===== src/rtl/jpeg_block_scheduler.sv =====
// rtl/jpeg_block_scheduler.sv - round-robin block scheduler for a shared fixed-latency JPEG pipeline
//
// Purpose:
//   Shares one fixed-latency 8x8 compression pipeline among NUM_REQ block
//   sources. Grants requests in rotating-priority order, emits a one-cycle
//   launch strobe with the source index for the external pixel mux, and
//   tracks in-flight blocks through a tag delay line so each pipeline result
//   is flagged with its owning source in the cycle it becomes valid.
//
// Ports:
//   i_clk              clock, all logic on the rising edge
//   i_reset            synchronous, active-high reset
//   i_enable           1 = new grants allowed; 0 = pause issuing, in-flight drains
//   i_req              per-source block-pending level, held until granted
//   o_grant            combinational one-hot grant; handshake = req & grant at an edge
//   o_launch           registered strobe; pipeline samples muxed pixels this cycle
//   o_launch_id        registered source index for the pixel mux
//   o_res_valid        registered strobe; pipeline output belongs to o_res_id
//   o_res_id           source of the current result (holds when no result)
//   o_inflight_count   launched blocks whose result has not yet appeared
//   o_idle             nothing in flight, no launch, no grant

module jpeg_block_scheduler #(
  parameter int NUM_REQ   = 4,
  parameter int ID_WIDTH  = 2,
  parameter int LATENCY   = 5,
  parameter int MIN_GAP   = 1,
  parameter int CNT_WIDTH = 3
) (
  input  logic                 i_clk,
  input  logic                 i_reset,
  input  logic                 i_enable,
  input  logic [NUM_REQ-1:0]   i_req,
  output logic [NUM_REQ-1:0]   o_grant,
  output logic                 o_launch,
  output logic [ID_WIDTH-1:0]  o_launch_id,
  output logic                 o_res_valid,
  output logic [ID_WIDTH-1:0]  o_res_id,
  output logic [CNT_WIDTH-1:0] o_inflight_count,
  output logic                 o_idle
);

  localparam int GAP_W = (MIN_GAP > 1) ? $clog2(MIN_GAP) : 1;

  logic [ID_WIDTH-1:0]  r_rr_ptr;
  logic [GAP_W-1:0]     r_gap_cnt;
  logic                 r_launch;
  logic [ID_WIDTH-1:0]  r_launch_id;
  logic [LATENCY-1:0]   r_tag_v;
  logic [ID_WIDTH-1:0]  r_tag_id [LATENCY];
  logic [CNT_WIDTH-1:0] r_inflight;

  logic                 w_issue;
  logic [ID_WIDTH-1:0]  w_grant_idx;
  logic [NUM_REQ-1:0]   w_grant;
  logic                 w_handshake;

  // First set request searching upward from ptr+1, wrapping modulo NUM_REQ.
  function automatic logic [ID_WIDTH-1:0] rr_pick(input logic [NUM_REQ-1:0] req,
                                                   input logic [ID_WIDTH-1:0] ptr);
    logic [ID_WIDTH-1:0] pick;
    logic                found;
    int                  idx;
    pick  = '0;
    found = 1'b0;
    for (int i = 1; i <= NUM_REQ; i++) begin
      idx = (int'(ptr) + i) % NUM_REQ;
      if (!found && req[idx]) begin
        pick  = ID_WIDTH'(idx);
        found = 1'b1;
      end
    end
    return pick;
  endfunction

  // Grant depends only on req, enable, reset and internal state -- never on
  // launch or res_valid -- so the pixel mux cannot close a combinational loop.
  always_comb begin
    w_issue     = !i_reset && i_enable && (|i_req) && (r_gap_cnt == '0);
    w_grant_idx = rr_pick(i_req, r_rr_ptr);
    w_grant     = '0;
    if (w_issue) begin
      w_grant[w_grant_idx] = 1'b1;
    end
    w_handshake = |(i_req & w_grant);
  end

  // Arbitration pointer and launch spacing.
  always_ff @(posedge i_clk) begin
    if (i_reset) begin
      r_rr_ptr  <= ID_WIDTH'(NUM_REQ - 1);
      r_gap_cnt <= '0;
    end else if (w_handshake) begin
      r_rr_ptr  <= w_grant_idx;
      r_gap_cnt <= GAP_W'(MIN_GAP - 1);
    end else if (r_gap_cnt != '0) begin
      r_gap_cnt <= r_gap_cnt - GAP_W'(1);
    end
  end

  // Launch strobe; launch_id holds its last value between launches.
  always_ff @(posedge i_clk) begin
    if (i_reset) begin
      r_launch    <= 1'b0;
      r_launch_id <= '0;
    end else begin
      r_launch <= w_handshake;
      if (w_handshake) begin
        r_launch_id <= w_grant_idx;
      end
    end
  end

  // Tag delay line. Ids only advance alongside a valid bit, so the output
  // stage id keeps the last result's source while res_valid is low.
  always_ff @(posedge i_clk) begin
    if (i_reset) begin
      r_tag_v <= '0;
      for (int i = 0; i < LATENCY; i++) begin
        r_tag_id[i] <= '0;
      end
    end else begin
      r_tag_v[0] <= r_launch;
      if (r_launch) begin
        r_tag_id[0] <= r_launch_id;
      end
      for (int i = 1; i < LATENCY; i++) begin
        r_tag_v[i] <= r_tag_v[i-1];
        if (r_tag_v[i-1]) begin
          r_tag_id[i] <= r_tag_id[i-1];
        end
      end
    end
  end

  // In-flight counter: a launch and a result on the same edge cancel out.
  always_ff @(posedge i_clk) begin
    if (i_reset) begin
      r_inflight <= '0;
    end else begin
      case ({r_launch, r_tag_v[LATENCY-1]})
        2'b10:   r_inflight <= r_inflight + CNT_WIDTH'(1);
        2'b01:   r_inflight <= r_inflight - CNT_WIDTH'(1);
        default: r_inflight <= r_inflight;
      endcase
    end
  end

  assign o_grant          = w_grant;
  assign o_launch         = r_launch;
  assign o_launch_id      = r_launch_id;
  assign o_res_valid      = r_tag_v[LATENCY-1];
  assign o_res_id         = r_tag_id[LATENCY-1];
  assign o_inflight_count = r_inflight;
  assign o_idle           = (r_inflight == '0) && !r_launch && !(|w_grant);

endmodule

===== config.mk =====
export PLATFORM = sky130hd
export DESIGN_NAME = jpeg_block_scheduler
export DESIGN_NICKNAME = d
export VERILOG_FILES = /design/src/rtl/jpeg_block_scheduler.sv
export SDC_FILE = /design/constraint.sdc
export NUM_CORES = 1
export LEC_CHECK = 0
export ABC_AREA = 1
export ABC_CLOCK_PERIOD_IN_PS = 1800
export CAP_MARGIN = 15
export CORE_AREA = 10 10 74 76
export DETAILED_ROUTE_END_ITERATION = 10
export DIE_AREA = 0 0 84 86
export GPL_TIMING_DRIVEN = 0
export PLACE_DENSITY = 0.65
export SYNTH_ARGS = -nofsm -noshare
export SYNTH_HDL_FRONTEND = slang
export SYNTH_SLANG_ARGS = --single-unit

===== constraint.sdc =====
create_clock -name i_clk -period 1.8 [get_ports i_clk]
set_input_delay 0.18 -clock i_clk [delete_from_list [all_inputs] [get_ports i_clk]]
set_output_delay 0.18 -clock i_clk [all_outputs]
set_load 0.02 [all_outputs]

After elaboration in Yosys (flattened, before gate mapping) --
Memories as Yosys holds them, arrays and structs flattened. Cells that the tools add are included.
Storage, ports and cells: bits in registers 14, RAM bits 10, input port bits 7, output and inout port bits 14, word-level logic and storage cells 103, memories kept 1
Memory list:
- r_tag_id | words 5, width 2, read ports 5, clocked after Yosys merged registers in 0, write ports 5, RTL line 50 | logic [ID_WIDTH-1:0] r_tag_id [LATENCY];
Operators by class: $add $sub $neg 7, $lt $le $gt $ge 6, eq/ne operators 2, multiplexer cells 45, bitwise operators 11, reductions and logical operators 25
Operator list (number):
- 1-bit 2-to-1 mux | 29
- 2-bit 2-to-1 mux | 9
- 3-bit by 4-bit < comparator with 1-bit output, second input constant | 4
- 4-bit OR reduction | 3
- 1-bit logical AND | 9
- 1-bit binary-select mux with 2-bit select | 4
- 2-bit OR reduction | 4
- 1-bit zero test | 6
- 3-bit case mux with 2 select lines | 1
- 6-bit OR reduction | 1
- 1-bit OR | 5
- 2-bit by 1-bit adder with 2-bit output, second input constant | 2
- 2-bit adder, second input constant | 2
- 1-bit bitwise AND, first input constant | 4
- 4-bit bitwise AND | 1
- 4-bit 2-to-1 mux | 1
- 3-bit by 1-bit adder with 3-bit output, second input constant | 1
- 3-bit zero test | 1
- 2-bit by 3-bit < comparator with 1-bit output, second input constant | 1
- 3-bit by 1-bit subtractor with 3-bit output, second input constant | 1
- 1-bit demux with 2-bit select | 1
- 2-bit by 1-bit equality test with 1-bit output, second input constant | 1
- 2-bit equality test, second input constant | 1
- 2-bit by 1-bit >= comparator with 1-bit output, second input constant | 1
- 3 further kinds | 3

Depth between registers and ports, before layout --
depth in word-level cells 24, mapped depth 13, depth with buffers taken out 11

Least setup slack after synthesis --
No wires, ideal clock.
path type reg2out, from reg r_rr_ptr[0], to out o_grant[0], arrival time 1.449 ns, data required time 1.620 ns, path slack 0.171 ns, stages on the path, launching flop included 14, path buffers 2, path through dfxtp_1 > buf_6 > inv_4 > buf_12 > nand2_4 > nand2_4 > nand2_2 > nand2_2 > nor2_1 > nor2_1 > nand2_2 > nand2_1 > nand2_1 > nor2_1
On the way: longest elaborated chain between the ends 19, elaborated cells on any way between the ends 35, those cells by class add/sub (4); order compare (2); mux (22); reduce/logical (7)
Ends and longest elaborated chain:
- start: declaration | RTL line 45 | logic [ID_WIDTH-1:0] r_rr_ptr;
- start signal: assignment | RTL line 91 | r_rr_ptr <= ID_WIDTH'(NUM_REQ - 1);
- start signal: assignment | RTL line 94 | r_rr_ptr <= w_grant_idx;
- 2-bit by 1-bit adder with 2-bit output | RTL line 67 | idx = (int'(ptr) + i) % NUM_REQ;
- 1-bit binary-select mux with 2-bit select | RTL line 68 | if (!found && req[idx]) begin
- 1-bit 2-to-1 mux (not written as such) (2 in series) | RTL line 68
- 1-bit 2-to-1 mux | RTL line 68
- 1-bit zero test | RTL line 68
- 1-bit logical AND | RTL line 68
- 1-bit 2-to-1 mux | RTL line 68
- 1-bit zero test | RTL line 68
- (+2 left out)
- 1-bit zero test | RTL line 68
- 1-bit logical AND | RTL line 68
- 2-bit 2-to-1 mux (*) | RTL line 68
- 2-bit by 3-bit < comparator with 1-bit output (not written as such) or 2-bit by 1-bit >= comparator with 1-bit output (tied branches) | RTL line 83 | w_grant[w_grant_idx] = 1'b1;
- 1-bit logical AND (not written as such) | RTL line 83
- 1-bit 2-to-1 mux (not written as such) | RTL line 83
- 1-bit demux with 2-bit select (*) | RTL line 83
- 4-bit 2-to-1 mux (*) | RTL line 82 | if (w_issue) begin
- end: declaration | RTL line 34 | output logic [NUM_REQ-1:0] o_grant,
Every way passes the cells marked *; elsewhere a longest branch is shown, timed or not. The select of a mux whose other input is x is not followed.

Worst setup path in the final report --
Same ends and word-level chain as after synthesis.

==> metrics.csv <==
metric;value;unit
Clock Path Buffers;2;
peak supply drop;525;uV
CP startpoint kind;register;
Row Count;23;
first-pass GRT wire length;4.57;mm
Buffers on Ports;19;
Worst Hold Depth;2;
CP top delay family;simple AND/OR/NAND/NOR gates;
simple-gate area share of the yosys netlist;33.1;%
status;complete, but fails checks;
Layout Cells excl Fill;243;
pin count of the biggest net entering global routing;15;
Routed met2 length;1.27;mm
main combinational cell family by area after synthesis;simple AND/OR/NAND/NOR gates;
Crit path buffers/inverters;3;
Initial Util;33.1;%
initial DRC count;40;
R2R setup slack;230;ps
total CTS buffers;3;
Die Area;7220;um2
Worst Reg-to-Reg Cells;8;
WHS Endpoint;o_launch_id[0]$_SDFFE_PP0P_;
HP Class;in -> reg;
Post-Synth Adder-Cell Area;2.47;%
RR Endpoint;o_inflight_count[2]$_SDFFE_PP0P_;
Slew Limit Fails;0;
post-synthesis mux area share;0;%
vias post-DR;1045;
Max H-tree Level;1;
Synth Warn #;0;
Seq/Total Area, Yosys;44.1;%
Placeable Area;3970;um2
register area;588;um2
Fin. Hold Viols;0;
Synth Area in Compound Gates;5.99;%
Slew headroom;59.4;%
DR top layer;met4;
Leak;0.774;nW
Multi-input gate area;633;um2
ys async rst share;0;%
Top Ports;21;
most frequent cell after synthesis;nand2_1;
fillers;395;
Worst Setup Path Type;reg -> out;
DR WL met3;131;um
Crit Path Max Fanout;8;
PnR Total Power;1.34;mW
vias per cell;4.30;
CP Capture Type;output pin;
library cells used by synthesis;31;
Post-Syn Nets;173;
Final Skew;3.49;ps
predominant post-synthesis flop cell;dfxtp_1;
failing checks;setup timing;
dpl cells;233;
ANT cells;0;
Final WS setup;-101;ps
Post-synth EDFFs;10;
FF-to-FF Start;o_launch$_SDFF_PP0_;
Worst Hold Launch;i_reset;
detailed placement HPWL;1.91;mm
synth top area cells;edfxtp_1 (23%), dfxtp_1 (21%), nand2_1 (9.1%), inv_1 (8.3%), nor2_1 (6.6%);
#FFs+latches synth;24;
WP data arrival;1720;ps
synth cell count leaders;nand2_1 (32), inv_1 (29), nor2_1 (23);
Yosys top cell area share;22.8;%
Die Span Y;86;um
RSZ-0062 raised after global routing;yes;
TritonCTS clock tree;built;
DR WL/cell;10.5;um
wire length on met1;1.14;mm
worst slew pin tran;605;ps
Synth Area per Inst;8.03;um2
layout cells sized above 1;30.6;%
Clock Tree Root;clkbuf_8;
crit-path cells;inv_4, buf_12, nand2_4, nand2_4, nand2_4, nand2_4, nor2_2, nor2_1, nand2_2, nand2_1, nand2_1, nor2_1, buf_4;
DRC;0;
setup violators final;4;
vias in the first global route;1046;
Final Critical Period;1900;ps
Top cell by count, worst path;nand2_4;
Max Cap Viol;0;
Post-Route WL;2.56;mm
post-route ant nets;0;
CP max-delay cell;dfxtp_4;
routability cong.;0.805;
Tot GR Track Use;7.44;%
dpl ws;-734;ps
Power per Cell Area;757;nW/um2
DR pass1 iterations;4;
latest clock arrival within the worst-skew pair;270;ps
total gr overflow;0;
Cell Area, Synth;1320;um2
fin nets;203;
Synth Area in XOR/XNOR;0;%
Die Wd;84;um
initial antenna violation count;0;
leading area contributor after synthesis;edfxtp_1;
Slowest Stage Delay on Critical Path;370;ps
TritonCTS Sinks;24;
Synth-to-Final Area Change;34.4;%
crit share post-route;106;%
Post-Syn Instances;164;
Worst-path clk slew;80;ps
fmax;526;MHz
Critical Path RT;1620;ps
final cells by class:
type	count	share of cell area, %
timing repair buffer	27	13.9
multi-input combinational	102	35.8
clock inverter	1	1.70
tap	50	3.54
inverter	32	7.21
sequential	24	33.2
clock buffer	3	2.33
buffer	4	2.26
worst register-to-register path: stages, from the launching register on:
cell and delay [ps]:
dfxtp_1 330, inv_1 90, ha_1 150, inv_1 60
fa_1 370, a21oi_1 140, o21ai_0 110, o21ai_0 150
a21oi_1 60
layout by cell type (no fill, tap or decap), types with 7 or more instances in the layout:
cell type | netlist | layout
nand3_1 | 8 | 7
buf_4 | 2 | 12
nor2_1 | 23 | 20
nand2_2 | 11 | 9
inv_1 | 29 | 28
dfxtp_1 | 14 | 12
nand2_1 | 32 | 28
nand2_4 | 3 | 9
clkdlybuf4s50_1 | 0 | 10
edfxtp_1 | 10 | 10
power by group:
| group | switching [mW] | internal (mW) |
|---|---|---|
| clock | 0.171 | 0.297 |
| sequential | 0.0136 | 0.586 |
| combinational | 0.160 | 0.111 |
| total | 0.344 | 0.994 |
registers in the layout, indices dropped and copies added, names as in the netlist:
signal and flops:
o_launch 1, r_rr_ptr 2, o_inflight_count 3, r_gap_cnt 1
o_launch_id 2, r_tag_v 5, r_tag_id 10
what timing repair did:
item,4_1_cts,5_1_grt
pin swaps,11,9
gates resized for setup,45,11
hold buffers,0,0
buffers inserted,7,1
setup endpoints to repair,5,4
routing by layer:
layer | track usage, % | vias to the layer above
met5 | 0 | -
met4 | 2.28 | 0
met3 | 2.93 | 4
met2 | 12.7 | 13
met1 | 8.34 | 466
li1 | - | 562
logic make-up (layout without fill, tap and decap cells):
family          after synthesis  in the layout
fa+ha+maj                     2              2
flops                        24             24
other cells                   1              1
simple gates                 86             86
buf+inv                      38             67
compound gates               13             13
worst max path at each step:
stage	end	from	slack [ps]	depth (start not counted)
global placement	o_idle	i_req[3]	-710	5
detailed placement	o_idle	i_req[3]	-730	5
finish	o_grant[0]	r_rr_ptr[0]$_SDFFE_PP1P_	-100	13
floorplan	o_grant[0]	r_rr_ptr[0]$_SDFFE_PP1P_	170	13
CTS	o_grant[2]	r_rr_ptr[0]$_SDFFE_PP1P_	-140	13
global route	o_grant[2]	r_rr_ptr[0]$_SDFFE_PP1P_	-250	13
metrics by stage:
step	hold slack, ps	setup TNS (ps)	util, %	area [um2]
3_5_place_dp	449	-3690	39.5	1570
4_1_cts	193	-439	44.0	1750
2_1_floorplan	399	0	-	1320
5_1_grt	202	-907	44.5	1770
6_report	194	-349	44.5	1770
3_3_place_gp	444	-3300	39.5	1570
(Power assumes the default switching activity.)
